<file path="src/rtl/noc_pkg.sv">
// Shared definitions for the PCI-to-NoC packetizer: flit field widths and
// offsets, and the frame FSM state encoding.
package noc_pkg;

  // Pixel byte width carried in the low bits of every flit.
  localparam int DATA_W = 8;

  typedef enum logic [1:0] {
    IDLE  = 2'd0,
    RUN   = 2'd1,
    DRAIN = 2'd2,
    DONE  = 2'd3
  } state_e;

  // Field width for a count of 'value' items; never narrower than one bit.
  function automatic int clog2_min1(input int value);
    int w;
    w = $clog2(value);
    return (w < 1) ? 1 : w;
  endfunction

  function automatic int x_w(input int x_size);
    return clog2_min1(x_size);
  endfunction

  function automatic int y_w(input int y_size);
    return clog2_min1(y_size);
  endfunction

  function automatic int seq_w(input int image_size);
    return clog2_min1(image_size);
  endfunction

  // Flit layout, LSB first: data, x, y, seq.
  function automatic int x_off();
    return DATA_W;
  endfunction

  function automatic int y_off(input int x_size);
    return DATA_W + x_w(x_size);
  endfunction

  function automatic int seq_off(input int x_size, input int y_size);
    return DATA_W + x_w(x_size) + y_w(y_size);
  endfunction

  function automatic int flit_w(input int x_size, input int y_size, input int image_size);
    return DATA_W + x_w(x_size) + y_w(y_size) + seq_w(image_size);
  endfunction

endpackage

</file>
<file path="src/rtl/pci_packetizer_if.sv">
// Bundle of the PCI byte-stream input, the NoC flit output and the frame
// control/status lines. The packetizer sits on the slave side.
interface pci_packetizer_if
  import noc_pkg::*;
#(
  parameter int FLIT_W = flit_w(2, 2, 262144)
);
  logic              i_start;
  logic              i_valid_pci;
  logic [7:0]        i_data_pci;
  logic              o_ready_pci;
  logic              o_valid_noc;
  logic [FLIT_W-1:0] o_data_noc;
  logic              i_ready_noc;
  logic              o_done;

  modport master (
    output i_start, i_valid_pci, i_data_pci, i_ready_noc,
    input  o_ready_pci, o_valid_noc, o_data_noc, o_done
  );

  modport slave (
    input  i_start, i_valid_pci, i_data_pci, i_ready_noc,
    output o_ready_pci, o_valid_noc, o_data_noc, o_done
  );
endinterface

</file>
<file path="src/rtl/flit_fifo2.sv">
// Two-entry flit buffer. Head data is read straight from storage so a flit
// written at an edge is visible right after that edge.
module flit_fifo2 #(
  parameter int WIDTH = 8
) (
  input  logic             clk,
  input  logic             rst,
  input  logic             push,
  input  logic             pop,
  input  logic [WIDTH-1:0] din,
  output logic [WIDTH-1:0] dout,
  output logic             full,
  output logic             empty,
  output logic [1:0]       count
);

  logic [WIDTH-1:0] mem_r [2];
  logic             wr_ptr_r;
  logic             rd_ptr_r;
  logic [1:0]       count_r;
  logic             push_s;
  logic             pop_s;

  assign full   = (count_r == 2'd2);
  assign empty  = (count_r == 2'd0);
  assign count  = count_r;
  assign dout   = mem_r[rd_ptr_r];
  // Overflowing or underflowing requests are dropped here as a last guard.
  assign push_s = push && !full;
  assign pop_s  = pop && !empty;

  // Storage, pointers and occupancy; simultaneous push/pop keeps the count.
  always_ff @(posedge clk) begin
    if (rst) begin
      for (int i = 0; i < 2; i++) begin
        mem_r[i] <= '0;
      end
      wr_ptr_r <= 1'b0;
      rd_ptr_r <= 1'b0;
      count_r  <= 2'd0;
    end else begin
      if (push_s) begin
        mem_r[wr_ptr_r] <= din;
        wr_ptr_r        <= ~wr_ptr_r;
      end
      if (pop_s) begin
        rd_ptr_r <= ~rd_ptr_r;
      end
      case ({push_s, pop_s})
        2'b10:   count_r <= count_r + 2'd1;
        2'b01:   count_r <= count_r - 2'd1;
        default: count_r <= count_r;
      endcase
    end
  end

endmodule

</file>
<file path="src/rtl/pci_packetizer.sv">
// Turns a frame of PCI pixel bytes into NoC flits tagged with a sequence
// number and a mesh destination that walks x first, then y.
module pci_packetizer
  import noc_pkg::*;
#(
  parameter int X_SIZE     = 2,
  parameter int Y_SIZE     = 2,
  parameter int IMAGE_SIZE = 262144
) (
  input  logic              clk,
  input  logic              rst,
  pci_packetizer_if.slave   bus
);

  localparam int X_W    = x_w(X_SIZE);
  localparam int Y_W    = y_w(Y_SIZE);
  localparam int SEQ_W  = seq_w(IMAGE_SIZE);
  localparam int FLIT_W = flit_w(X_SIZE, Y_SIZE, IMAGE_SIZE);
  localparam int X_OFF  = x_off();
  localparam int Y_OFF  = y_off(X_SIZE);
  localparam int S_OFF  = seq_off(X_SIZE, Y_SIZE);

  localparam logic [X_W-1:0]   X_LAST   = X_W'(X_SIZE - 1);
  localparam logic [Y_W-1:0]   Y_LAST   = Y_W'(Y_SIZE - 1);
  localparam logic [SEQ_W-1:0] SEQ_LAST = SEQ_W'(IMAGE_SIZE - 1);

  state_e             state_r;
  state_e             state_s;
  logic [SEQ_W-1:0]   seq_r;
  logic [X_W-1:0]     x_r;
  logic [Y_W-1:0]     y_r;
  logic               ready_r;
  logic               done_r;

  logic               accept_s;
  logic               push_s;
  logic               pop_s;
  logic               last_s;
  logic               enter_run_s;
  logic [1:0]         count_next_s;
  logic [FLIT_W-1:0]  flit_s;

  logic [FLIT_W-1:0]  fifo_dout_s;
  logic               fifo_full_s;
  logic               fifo_empty_s;
  logic [1:0]         fifo_count_s;

  assign accept_s    = bus.i_valid_pci && ready_r;
  assign push_s      = accept_s && !fifo_full_s;
  assign pop_s       = !fifo_empty_s && bus.i_ready_noc;
  assign last_s      = accept_s && (seq_r == SEQ_LAST);
  assign enter_run_s = bus.i_start && ((state_r == IDLE) || (state_r == DONE));

  // Assemble the flit for the byte currently on the PCI side.
  always_comb begin
    flit_s                    = '0;
    flit_s[DATA_W-1:0]        = bus.i_data_pci;
    flit_s[X_OFF +: X_W]      = x_r;
    flit_s[Y_OFF +: Y_W]      = y_r;
    flit_s[S_OFF +: SEQ_W]    = seq_r;
  end

  flit_fifo2 #(
    .WIDTH (FLIT_W)
  ) u_fifo (
    .clk   (clk),
    .rst   (rst),
    .push  (push_s),
    .pop   (pop_s),
    .din   (flit_s),
    .dout  (fifo_dout_s),
    .full  (fifo_full_s),
    .empty (fifo_empty_s),
    .count (fifo_count_s)
  );

  // Buffer occupancy after this edge, used to register o_ready_pci ahead.
  always_comb begin
    count_next_s = fifo_count_s;
    case ({push_s, pop_s})
      2'b10:   count_next_s = fifo_count_s + 2'd1;
      2'b01:   count_next_s = fifo_count_s - 2'd1;
      default: count_next_s = fifo_count_s;
    endcase
  end

  // Frame FSM next state; start requests only count in IDLE and DONE.
  always_comb begin
    state_s = state_r;
    case (state_r)
      IDLE: begin
        if (bus.i_start) state_s = RUN;
        else             state_s = IDLE;
      end
      RUN: begin
        if (last_s) state_s = DRAIN;
        else        state_s = RUN;
      end
      DRAIN: begin
        if (fifo_empty_s) state_s = DONE;
        else              state_s = DRAIN;
      end
      DONE: begin
        if (bus.i_start) state_s = RUN;
        else             state_s = DONE;
      end
      default: state_s = IDLE;
    endcase
  end

  // FSM state register.
  always_ff @(posedge clk) begin
    if (rst) state_r <= IDLE;
    else     state_r <= state_s;
  end

  // Sequence and destination counters, restarted on every frame start.
  always_ff @(posedge clk) begin
    if (rst || enter_run_s) begin
      seq_r <= '0;
      x_r   <= '0;
      y_r   <= '0;
    end else if (push_s) begin
      seq_r <= seq_r + SEQ_W'(1);
      if (x_r == X_LAST) begin
        x_r <= '0;
        if (y_r == Y_LAST) y_r <= '0;
        else               y_r <= y_r + Y_W'(1);
      end else begin
        x_r <= x_r + X_W'(1);
        y_r <= y_r;
      end
    end else begin
      seq_r <= seq_r;
      x_r   <= x_r;
      y_r   <= y_r;
    end
  end

  // Status outputs registered from the upcoming state and occupancy.
  always_ff @(posedge clk) begin
    if (rst) begin
      ready_r <= 1'b0;
      done_r  <= 1'b0;
    end else begin
      ready_r <= (state_s == RUN) && (count_next_s < 2'd2);
      done_r  <= (state_s == DONE);
    end
  end

  assign bus.o_ready_pci = ready_r;
  assign bus.o_valid_noc = !fifo_empty_s;
  assign bus.o_data_noc  = fifo_dout_s;
  assign bus.o_done      = done_r;

endmodule

</file>
<file path="src/flat_wrapper.sv">
// flat-port wrapper written by rule: the top's interface ports become plain ports
module pci_packetizer_flat import noc_pkg::*;
#(
  parameter int X_SIZE     = 2,
  parameter int Y_SIZE     = 2,
  parameter int IMAGE_SIZE = 262144
)
  (clk, rst, bus_i_start, bus_i_valid_pci, bus_i_data_pci, bus_i_ready_noc, bus_o_ready_pci, bus_o_valid_noc, bus_o_data_noc, bus_o_done);
  pci_packetizer_if #(.FLIT_W(13)) bus_i ();
  input  logic clk;
  input  logic rst;
  input wire logic [$bits(bus_i.i_start)-1:0] bus_i_start;
  input wire logic [$bits(bus_i.i_valid_pci)-1:0] bus_i_valid_pci;
  input wire logic [$bits(bus_i.i_data_pci)-1:0] bus_i_data_pci;
  input wire logic [$bits(bus_i.i_ready_noc)-1:0] bus_i_ready_noc;
  output wire logic [$bits(bus_i.o_ready_pci)-1:0] bus_o_ready_pci;
  output wire logic [$bits(bus_i.o_valid_noc)-1:0] bus_o_valid_noc;
  output wire logic [$bits(bus_i.o_data_noc)-1:0] bus_o_data_noc;
  output wire logic [$bits(bus_i.o_done)-1:0] bus_o_done;
  assign bus_i.i_start = bus_i_start;
  assign bus_i.i_valid_pci = bus_i_valid_pci;
  assign bus_i.i_data_pci = bus_i_data_pci;
  assign bus_i.i_ready_noc = bus_i_ready_noc;
  assign bus_o_ready_pci = bus_i.o_ready_pci;
  assign bus_o_valid_noc = bus_i.o_valid_noc;
  assign bus_o_data_noc = bus_i.o_data_noc;
  assign bus_o_done = bus_i.o_done;
  pci_packetizer #(.X_SIZE(X_SIZE), .Y_SIZE(Y_SIZE), .IMAGE_SIZE(IMAGE_SIZE)) u_core (.clk(clk), .rst(rst), .bus(bus_i));
endmodule
</file>
<file path="config.mk">
export PLATFORM = sky130hd
export DESIGN_NAME = pci_packetizer_flat
export DESIGN_NICKNAME = d
export VERILOG_FILES = /design/src/rtl/noc_pkg.sv /design/src/rtl/pci_packetizer_if.sv /design/src/rtl/flit_fifo2.sv /design/src/rtl/pci_packetizer.sv /design/src/flat_wrapper.sv
export SDC_FILE = /design/constraint.sdc
export NUM_CORES = 1
export LEC_CHECK = 0
export CAP_MARGIN = 25
export CORE_MARGIN = 4
export CORE_UTILIZATION = 35
export DETAILED_ROUTE_END_ITERATION = 10
export PLACE_DENSITY = 0.54
export SLEW_MARGIN = 30
export SYNTH_ARGS = -nofsm -noshare
export SYNTH_HDL_FRONTEND = slang
export SYNTH_SLANG_ARGS = --single-unit
</file>
<file path="constraint.sdc">
create_clock -name clk -period 5.3 [get_ports clk]
set_input_delay 0.53 -clock clk [delete_from_list [all_inputs] [get_ports clk]]
set_output_delay 0.53 -clock clk [all_outputs]
set_load 0.03 [all_outputs]
</file>
==> reports/metrics.csv, run 1 <==
stage;metric;value;unit
cts;postcts setup bufs;0;
timing;count of final setup violators;0;
timing;Worst-Margin Slew;0.855;ns
floorplanning;Core ar.;7210;sq um
pwr;Leakage;1.07;nW
route;DRC Markers;0;
cts;TritonCTS Sinks;55;
cts;Longest Clk Path Bufs;2;
route;Iter 0 DRT Violations;61;
cells_and_area;Post-Layout Cell Count;368;
global_route;Top Usage Layer GRT;met2;
logic_synthesis;syn_nets;262;
pwr;PwrDens;331;nW/um^2
cells_and_area;Register Area;1360;sq um
cts;CTS tree;built;
pwr;clock share of power;23.6;%
pwr;VDD IR max;0.106;mV
cells_and_area;area taken by multi-input logic gates;1140;sq um
global_route;vias in the first global route;1738;
worst_setup_path;startpoint types;register;
pwr;Combinational Power Share;26.7;%
timing;final worst slack;2.74;ns
global_route;met1 GRT Util;15.7;%
worst_setup_path;WS Path Type;register to output pin;
worst_setup_path;CP required;4.77;ns
cts;H-tree levels;2;
timing;Setup TNS Final;0;ns
cells_and_area;Fillers;732;
route;WL per Instance;13.1;um
worst_setup_path;Register-to-Register Path Depth;9;
placed_design;DP HPWL;3290;um
pwr;sequential share of power;49.7;%
logic_synthesis;register area share after synthesis;52.8;%
pwr;Tot Pwr;0.00101;W
logic_synthesis;Mapped Cells;240;
route;Initial DRT Pass Iterations;4;
timing;min cycle time layout;2.56;ns
route;Total Wirelength;4840;um
cts;cts repair resizes;0;
cells_and_area;nets;290;
worst_setup_path;crit path capture type;output pin;
cts;cts bufs inserted;5;
floorplanning;Die ar.;8800;sq um
logic_synthesis;ys flop type;dfxtp_1;
global_route;Overflow after GRT;0;
worst_setup_path;arrival time worst endpoint;2.03;ns
logic_synthesis;count of cell types in the netlist;41;
flow_run;Max Cap Viol;0;
cells_and_area;synth-to-layout area growth;18.6;%
floorplanning;die width;93.8;um
route;Via Count;1758;
logic_synthesis;Post-synth ARST share;0;%
placed_design;number of I/O port buffers;28;
pwr;Sw Pwr;0.000313;W
timing;Fmax;0.391;GHz
global_route;GRT Util Overall;11.7;%
floorplanning;die height;93.8;um
worst_setup_path;flop2flop setup slack;2.80;ns
run_status;status;finished, final reports clean;
timing;max_slew headroom;43.0;%
timing;Final Hold Viols;0;
global_route;met3 usage;2.88;%
cells_and_area;share of layout cells above drive strength 1;12.3;%
global_route;first-pass GRT wire length;8220;um
route;drt via density;4.78;
hold_path;hold crit path type;register to register;
timing;Final Slew Violations;0;
worst_setup_path;RR Startpoint;u_core.u_fifo.count[0]$_SDFFE_PP0P_;
worst_setup_path;reg-to-reg endpoint;u_core.bus.o_ready_pci$_SDFF_PP0_;
cells_and_area;Antenna Cells;0;
floorplanning;FP Rows;31;
placed_design;Area after DPL;2960;sq um
logic_synthesis;Post-Syn Area;2580;sq um
timing;Final period util;48.2;%
cts;CTS clk-pin slew, worst paths;0.11;ns
global_route;largest net degree at the start of global routing;21;
worst_setup_path;worst setup path end;bus_o_data_noc[11];
global_route;met2 Resource Use GR;18.9;%
pwr;internal power;0.000697;W
floorplanning;top-level I/O count;29;
worst_setup_path;Max FO, Critical Path;13;
floorplanning;initial core utilization;35.7;%
placed_design;DP Worst Slack;2.46;ns
timing;RSZ-0062 raised after global routing;no;
pwr;Switching Fraction;31.0;%
route;antenna-violating nets left;0;
timing;Clock Skew;0.00696;ns
placed_design;gp weighted congestion;0.807;
cts;# hold bufs at CTS;0;
logic_synthesis;Synth Register Bits;55;
logic_synthesis;syn avg cell area;10.7;sq um
cts;Skew-Pair Late Insertion Delay;0.31;ns
cells_and_area;Final Instance Area;3060;sq um
placed_design;# placed instances;360;
global_route;initial antenna violation count;0;
logic_synthesis;Yosys warnings;0;
cts;clock root buffer;clkbuf_8;
logic_synthesis;Post-synth EDFFs;26;
## worst min path at each step
stage               cells after the start  slack, ns                            end                     startpoint
floorplan                               2       0.45  u_core.seq_r[16]$_SDFFE_PP0P_  u_core.seq_r[16]$_SDFFE_PP0P_
global placement                        2       0.47  u_core.seq_r[16]$_SDFFE_PP0P_  u_core.seq_r[16]$_SDFFE_PP0P_
detailed placement                      2       0.47  u_core.seq_r[17]$_SDFFE_PP0P_  u_core.seq_r[17]$_SDFFE_PP0P_
CTS                                     2       0.49  u_core.seq_r[17]$_SDFFE_PP0P_  u_core.seq_r[17]$_SDFFE_PP0P_
global route                            2       0.52  u_core.seq_r[15]$_SDFFE_PP0P_  u_core.seq_r[15]$_SDFFE_PP0P_
finish                                  2       0.48  u_core.seq_r[17]$_SDFFE_PP0P_  u_core.seq_r[17]$_SDFFE_PP0P_
## state kept, by name, indices dropped and copies added (netlist names), named ones only
signal	count
u_core.u_fifo.wr_ptr_r	1
u_core.seq_r	18
u_core.y_r	1
u_core.u_fifo.count	2
u_core.bus.o_ready_pci	1
u_core.x_r	1
u_core.u_fifo.mem_r	26
u_core.bus.o_done	1
u_core.u_fifo.rd_ptr_r	1
u_core.state_r	2
## power groups by stage
| stage | Combinational [W] | Clock, W | Sequential (W) |
|---|---|---|---|
| 5_1_grt | 0.000292 | 0.000264 | 0.000507 |
| 6_report | 0.000270 | 0.000238 | 0.000502 |
| 3_3_place_gp | 0.000272 | 0 | 0.000513 |
| 3_5_place_dp | 0.000272 | 0 | 0.000513 |
| 2_1_floorplan | 0.000186 | 0 | 0.000502 |
| 4_1_cts | 0.000273 | 0.000247 | 0.000503 |
## layout by cell type, fill, tap and decap left out, types with 2 or more instances in the layout
master,Yosys,routed
a21oi_1,12,12
and2_1,26,26
buf_4,0,3
clkbuf_8,0,5
clkdlybuf4s50_1,0,28
clkinv_4,0,2
dfxtp_1,29,29
edfxtp_1,26,26
ha_1,9,9
inv_1,10,10
mux2_2,14,14
nand2_1,10,10
nand3_1,7,7
nand4_1,6,6
nor2_1,18,18
nor3_1,7,7
nor4_1,2,2
o21ai_0,7,7
o21bai_1,3,2
o31ai_1,3,3
or3_1,4,4
or3_2,2,2
or4_1,3,3
xnor2_1,8,8
xor2_1,7,7
## layer usage
layer	up-vias	part of all wire, %
li1	902	-
met1	829	50
met2	21	46
met3	6	3.1
met4	0	1.1
met5	-	0
## synth_stat cells, types with 2 or more instances
| master | count | share of area (%) |
|---|---|---|
| inv_1 | 10 | 1.5 |
| o21bai_1 | 3 | 0.87 |
| and2_1 | 26 | 6.3 |
| a21oi_1 | 12 | 2.3 |
| o21ai_0 | 7 | 1.4 |
| xor2_1 | 7 | 2.4 |
| nor2_1 | 18 | 2.6 |
| nand3_1 | 7 | 1.4 |
| or3_2 | 2 | 0.58 |
| ha_1 | 9 | 4.4 |
| or4_1 | 3 | 0.87 |
| dfxtp_1 | 29 | 23 |
| clkbuf_1 | 8 | 1.2 |
| or3_1 | 4 | 0.97 |
| nand2_1 | 10 | 1.5 |
| edfxtp_1 | 26 | 30 |
| mux2_2 | 14 | 6.1 |
| xnor2_1 | 8 | 2.7 |
| nor3_1 | 7 | 1.4 |
| o31ai_1 | 3 | 0.87 |
| nor4_1 | 2 | 0.49 |
| nand4_1 | 6 | 1.5 |
## critical path, cell delays in order (launching register included)
cell,delay [ns]
dfxtp_1,0.71
mux2_2,0.41
clkdlybuf4s50_1,0.60
## logic make-up after synthesis
family / count (synthesis) / synth area share (%)
AOI/OAI and AO/OA: 32 / 7.63
xor gates and xnor gates: 15 / 5.10
adders and majority gates: 9 / 4.37
buffers and inverters: 20 / 3.21
DFF: 55 / 52.8
muxes: 14 / 6.12
and+or+nand+nor: 95 / 20.7
## layout make-up
| type | instances | area share, % |
|---|---|---|
| sequential | 55 | 44.6 |
| multi-input combinational | 165 | 37.2 |
| timing repair buffer | 31 | 9.91 |
| tap | 99 | 4.05 |
| clock buffer | 5 | 2.25 |
| inverter | 10 | 1.23 |
| clock inverter | 3 | 0.819 |
## per-stage QoR
stage / utilization (%) / hold slack [ns]
floorplan: - / 0.452
CTS: 42.4 / 0.486
global route: 42.4 / 0.520
detailed placement: 41.1 / 0.471
global placement: 41.1 / 0.469
finish: 42.4 / 0.485
(Power assumes the default switching activity.)
==> inputs of run 2 (changes only) <==
PLACE_DENSITY = 0.56   (was 0.54)
clock period = 2.3 ns   (was 5.3 ns; I/O delays follow)
==> reports/metrics.csv, run 2 (synthesis gave the netlist of run 1 again) <==
stage;metric;value;unit;change
worst_setup_path;crit path capture type;register;;
cells_and_area;Antenna Cells;0;;unchanged
cts;clock root buffer;clkbuf_8;;
floorplanning;Core ar.;7210;sq um;unchanged
cells_and_area;Most flops, register;u_core.u_fifo.mem_r;;
hold_path;Worst Hold Depth;2;;unchanged
timing;Clock Skew;0.00487;ns;-0.00209 ns
cts;Longest Clk Path Bufs;2;;unchanged
route;Iter 0 DRT Violations;50;;-18%
route;Via Count;1835;;+4.4%
cts;cts bufs inserted;5;;unchanged
placed_design;DP HPWL;3330;um;+1.4%
worst_setup_path;Max FO, Critical Path;10;;-3
cells_and_area;share of layout cells above drive strength 1;13.5;%;+1.2 points
route;antenna-violating nets left;0;;unchanged
cts;cts repair resizes;0;;unchanged
floorplanning;die height;93.8;um;unchanged
pwr;Leakage;1.11;nW;+3.2%
timing;Final Hold Viols;0;;unchanged
cts;CTS tree;built;;
floorplanning;initial core utilization;35.7;%;unchanged
cells_and_area;Largest regs;u_core.u_fifo.mem_r x26, u_core.seq_r x18;;
timing;Setup TNS Final;0;ns;unchanged
cts;H-tree levels;2;;unchanged
cts;postcts setup bufs;0;;unchanged
timing;count of final setup violators;0;;unchanged
timing;worst hold margin;0.493;ns;+0.00825 ns
worst_setup_path;arrival time worst endpoint;2.36;ns;+0.33 ns
pwr;PwrDens;788;nW/um^2;+140%
floorplanning;FP Rows;31;;unchanged
route;WL per Instance;13.3;um;+0.82%
hold_path;hold crit path type;register to register;;
global_route;first-pass GRT wire length;8240;um;+0.26%
global_route;Overflow after GRT;0;;unchanged
route;DRC Markers;0;;unchanged
cts;# hold bufs at CTS;0;;unchanged
global_route;initial antenna violation count;0;;unchanged
timing;max_slew headroom;66.8;%;+24 points
cts;Skew-Pair Late Insertion Delay;0.31;ns;about the same
route;Initial DRT Pass Iterations;4;;unchanged
cells_and_area;nets;295;;+1.7%
cells_and_area;commonest non-fill, non-tap cells in the layout;29 x dfxtp_1, 28 x clkdlybuf4s50_1, 26 x and2_1, 26 x edfxtp_1, 18 x nor2_1;;
pwr;VDD IR max;0.239;mV;+130%
cts;CTS clk-pin slew, worst paths;0.10;ns;about the same
floorplanning;top-level I/O count;29;;unchanged
timing;Final Slew Violations;0;;unchanged
placed_design;number of I/O port buffers;28;;unchanged
worst_setup_path;WS Path Type;register to register;;
placed_design;gp weighted congestion;0.767;;-5.0%
timing;RSZ-0062 raised after global routing;no;;
flow_run;Max Cap Viol;0;;unchanged
route;drt via density;4.92;;+3.0%
worst_setup_path;startpoint types;register;;
worst_setup_path;CP required;2.54;ns;-2.23 ns
floorplanning;Die ar.;8800;sq um;unchanged
global_route;GRT Util Overall;11.7;%;-0.067 points
worst_setup_path;Register-to-Register Path Depth;6;;-3
global_route;vias in the first global route;1780;;+2.4%
timing;Final period util;92.0;%;
route;Total Wirelength;4950;um;+2.2%
timing;Worst-Margin Slew;0.495;ns;-0.360 ns
cells_and_area;synth-to-layout area growth;20.7;%;
cells_and_area;commonest non-fill, non-tap cell in the layout;dfxtp_1;;
floorplanning;die width;93.8;um;unchanged
run_status;status;finished, final reports clean;;
global_route;largest net degree at the start of global routing;21;;unchanged
cells_and_area;Fillers;685;;-6.4%
cts;TritonCTS Sinks;55;;unchanged
cells_and_area;number of flip-flops in the largest register;26;;unchanged
timing;min cycle time layout;2.12;ns;
timing;Fmax;0.473;GHz;
==> run 2: changes by cell type in the layout (fill, tap and decap cells not counted), sizes merged <==
cell    change
buf         +5
clkinv      -2
bufinv      +1
inv         +1
==> run 2: final timing paths <==
kind         slack [ns]                            end                                start
max                0.18   u_core.seq_r[9]$_SDFFE_PP0P_  u_core.u_fifo.count[0]$_SDFFE_PP0P_
min                0.49  u_core.seq_r[17]$_SDFFE_PP0P_        u_core.seq_r[17]$_SDFFE_PP0P_
max reg2reg        0.18   u_core.seq_r[9]$_SDFFE_PP0P_  u_core.u_fifo.count[0]$_SDFFE_PP0P_
min reg2reg        0.49  u_core.seq_r[17]$_SDFFE_PP0P_        u_core.seq_r[17]$_SDFFE_PP0P_
==> run 2: final cells by class <==
| cell class | instances | area [sq um] | share of cell area, % |
|---|---|---|---|
| Sequential cell | 55 | 1360 | 43.8 |
| Multi-Input combinational cell | 165 | 1130 | 36.4 |
| Timing Repair Buffer | 36 | 340 | 10.9 |
| Tap cell | 99 | 124 | 3.98 |
| Clock buffer | 5 | 68.8 | 2.21 |
| Clock inverter | 3 | 46.3 | 1.49 |
| Inverter | 10 | 37.5 | 1.21 |
==> run 2: layer usage <==
| metal | GRT usage, % | vias up | wire [um] |
|---|---|---|---|
| li1 | - | 916 | - |
| met1 | 14.4 | 877 | 2300 |
| met2 | 20.0 | 35 | 2340 |
| met3 | 2.72 | 7 | 239 |
| met4 | 3.73 | 0 | 60 |
| met5 | 0 | - | 0 |
==> run 2: report_power, final <==
group / internal [W] / switching, W
clock: 0.000328 / 0.000325
combinational: 0.000306 / 0.000362
sequential: 0.00110 / 0.0000333
total: 0.00173 / 0.000720
==> run 2: per-stage QoR <==
step	total power, W	setup slack [ns]	util [%]	cells	instance area (sq um)
2_1_floorplan	0.00158	0.235	-	240	2580
3_3_place_gp	0.00183	0.190	41.5	365	3000
3_5_place_dp	0.00183	0.150	41.5	365	3000
4_1_cts	0.00249	0.161	43.1	373	3110
5_1_grt	0.00258	0.00586	43.1	373	3110
6_report	0.00245	0.185	43.1	373	3110
==> run 2: worst max-delay path, stage by stage, from the launching register on <==
cell	delay, ns
dfxtp_1	0.37
inv_1	0.07
ha_1	0.20
nand3b_1	0.27
or3_1	0.56
or3_2	0.45
a21oi_1	0.14
==> inputs of run 3 (changes only) <==
CORE_MARGIN = default   (was 4)
==> reports/metrics.csv, run 3 (synthesis gave the netlist of run 1 again) <==
stage;metric;value;unit;change
pwr;Sw Pwr;0.000716;W;-0.64%
worst_setup_path;reg-to-reg endpoint;u_core.seq_r[9]$_SDFFE_PP0P_;;
timing;Setup TNS Final;0;ns;unchanged
worst_setup_path;Max FO, Critical Path;10;;unchanged
timing;Final Hold Viols;0;;unchanged
cts;clock root buffer;clkbuf_8;;
pwr;Leakage;1.10;nW;-0.78%
cts;H-tree levels;2;;unchanged
cells_and_area;synth-to-layout area growth;20.0;%;
route;Total Wirelength;4800;um;-3.0%
route;Iter 0 DRT Violations;56;;+12%
global_route;Overflow after GRT;0;;unchanged
global_route;largest net degree at the start of global routing;21;;unchanged
cts;# hold bufs at CTS;0;;unchanged
timing;Fmax;0.482;GHz;+1.9%
pwr;VDD IR max;0.245;mV;+2.6%
worst_setup_path;worst setup path end;u_core.seq_r[9]$_SDFFE_PP0P_;;
timing;RSZ-0062 raised after global routing;no;;
worst_setup_path;CP required;2.55;ns;about the same
floorplanning;die height;87.8;um;-6.4%
route;WL per Instance;12.9;um;-2.5%
placed_design;gp weighted congestion;0.736;;-4.0%
cts;cts bufs inserted;5;;unchanged
timing;min cycle time layout;2.08;ns;-0.0387 ns
worst_setup_path;arrival time worst endpoint;2.32;ns;-0.04 ns
cells_and_area;Largest regs;u_core.u_fifo.mem_r x26, u_core.seq_r x18;;
worst_setup_path;startpoint types;register;;
cts;CTS clk-pin slew, worst paths;0.10;ns;about the same
cells_and_area;share of layout cells above drive strength 1;13.8;%;+0.31 points
route;Via Count;1801;;-1.9%
timing;Final period util;90.3;%;-1.7 points
cts;CTS tree;built;;
global_route;initial antenna violation count;0;;unchanged
global_route;GRT Util Overall;13.4;%;+1.8 points
route;drt via density;4.85;;-1.3%
cells_and_area;nets;296;;+0.34%
worst_setup_path;WS Path Type;register to register;;
cells_and_area;number of flip-flops in the largest register;26;;unchanged
cts;TritonCTS Sinks;55;;unchanged
pwr;internal power;0.00163;W;-6.0%
floorplanning;Die ar.;7710;sq um;-12%
floorplanning;FP Rows;30;;-3.2%
placed_design;DP HPWL;3300;um;-1.1%
worst_setup_path;flop2flop setup slack;0.22;ns;+0.04 ns
global_route;first-pass GRT wire length;7960;um;-3.4%
pwr;Combinational Power Share;28.6;%;+1.4 points
cells_and_area;Most flops, register;u_core.u_fifo.mem_r;;
pwr;sequential share of power;48.3;%;+2.2 points
cts;cts repair resizes;0;;unchanged
worst_setup_path;crit path capture type;register;;
global_route;vias in the first global route;1699;;-4.6%
pwr;Switching Fraction;30.5;%;+1.2 points
cells_and_area;Antenna Cells;0;;unchanged
placed_design;DP Worst Slack;0.145;ns;-0.00481 ns
worst_setup_path;Crit. Startpoint;u_core.u_fifo.count[0]$_SDFFE_PP0P_;;
timing;max_slew headroom;66.5;%;-0.28 points
cells_and_area;commonest non-fill, non-tap cell in the layout;dfxtp_1;;
hold_path;hold crit path type;register to register;;
worst_setup_path;Register-to-Register Path Depth;6;;unchanged
timing;count of final setup violators;0;;unchanged
route;Initial DRT Pass Iterations;4;;unchanged
route;antenna-violating nets left;0;;unchanged
cts;Skew-Pair Late Insertion Delay;0.31;ns;about the same
floorplanning;top-level I/O count;29;;unchanged
floorplanning;die width;87.8;um;-6.4%
timing;Clock Skew;0.00684;ns;+0.00197 ns
placed_design;number of I/O port buffers;28;;unchanged
cts;Longest Clk Path Bufs;2;;unchanged
floorplanning;initial core utilization;37.1;%;+1.4 points
cells_and_area;fin util;44.5;%;+1.4 points
pwr;clock share of power;23.1;%;-3.6 points
pwr;PwrDens;758;nW/um^2;-3.8%
route;DRC Markers;0;;unchanged
cells_and_area;commonest non-fill, non-tap cells in the layout;29 x dfxtp_1, 28 x clkdlybuf4s50_1, 26 x and2_1, 26 x edfxtp_1, 18 x nor2_1;;
worst_setup_path;RR Startpoint;u_core.u_fifo.count[0]$_SDFFE_PP0P_;;
timing;Worst-Margin Slew;0.499;ns;+0.00410 ns
cts;postcts setup bufs;0;;unchanged
timing;final worst slack;0.224;ns;+0.0387 ns
floorplanning;Core ar.;6940;sq um;-3.7%
flow_run;Max Cap Viol;0;;unchanged
run_status;status;finished, final reports clean;;
timing;Final Slew Violations;0;;unchanged
-- run 3: how the worst min path moves through the flow --
stage | from | to | slack [ns] | depth (start not counted)
floorplan | rst | u_core.bus.o_ready_pci$_SDFF_PP0_ | 0.40 | 3
global placement | u_core.seq_r[17]$_SDFFE_PP0P_ | u_core.seq_r[17]$_SDFFE_PP0P_ | 0.46 | 2
detailed placement | u_core.seq_r[17]$_SDFFE_PP0P_ | u_core.seq_r[17]$_SDFFE_PP0P_ | 0.48 | 2
CTS | u_core.seq_r[17]$_SDFFE_PP0P_ | u_core.seq_r[17]$_SDFFE_PP0P_ | 0.49 | 2
global route | u_core.seq_r[17]$_SDFFE_PP0P_ | u_core.seq_r[17]$_SDFFE_PP0P_ | 0.53 | 2
finish | u_core.seq_r[17]$_SDFFE_PP0P_ | u_core.seq_r[17]$_SDFFE_PP0P_ | 0.49 | 2
-- run 3: cell type report --
| class | instances | area, sq um |
|---|---|---|
| Fill cell | 651 | 3850 |
| Sequential cell | 55 | 1360 |
| Multi-Input combinational cell | 165 | 1130 |
| Timing Repair Buffer | 37 | 348 |
| Tap cell | 96 | 120 |
| Clock buffer | 5 | 68.8 |
| Inverter | 10 | 37.5 |
| Clock inverter | 3 | 23.8 |
-- run 3: power groups by stage --
stage	combinational [W]	sequential [W]	clock, W
floorplan	0.000429	0.00116	0
global placement	0.000676	0.00115	0
detailed placement	0.000681	0.00115	0
CTS	0.000683	0.00113	0.000565
global route	0.000725	0.00114	0.000602
finish	0.000670	0.00113	0.000542
-- run 3: through the flow --
stage | total power, W | instance area (sq um) | cells | hold slack [ns]
2_1_floorplan | 0.00158 | 2580 | 240 | 0.401
3_3_place_gp | 0.00183 | 3000 | 363 | 0.461
3_5_place_dp | 0.00183 | 3000 | 363 | 0.479
4_1_cts | 0.00238 | 3090 | 371 | 0.494
5_1_grt | 0.00247 | 3090 | 371 | 0.530
6_report | 0.00234 | 3090 | 371 | 0.493
-- run 3: critical path: stages (launching register included) --
cell and delay (ns):
dfxtp_1 0.36, inv_1 0.07, ha_1 0.18, nand3b_1 0.27, or3_1 0.56, or3_2 0.45
a21oi_1 0.14
-- run 3: metal layers --
layer,vias to the layer above,GRT usage [%],part of all wire [%]
met5,-,0,0
met4,0,4.47,1.3
li1,918,-,-
met3,5,3.30,4.6
met1,849,16.9,48
met2,29,22.6,46
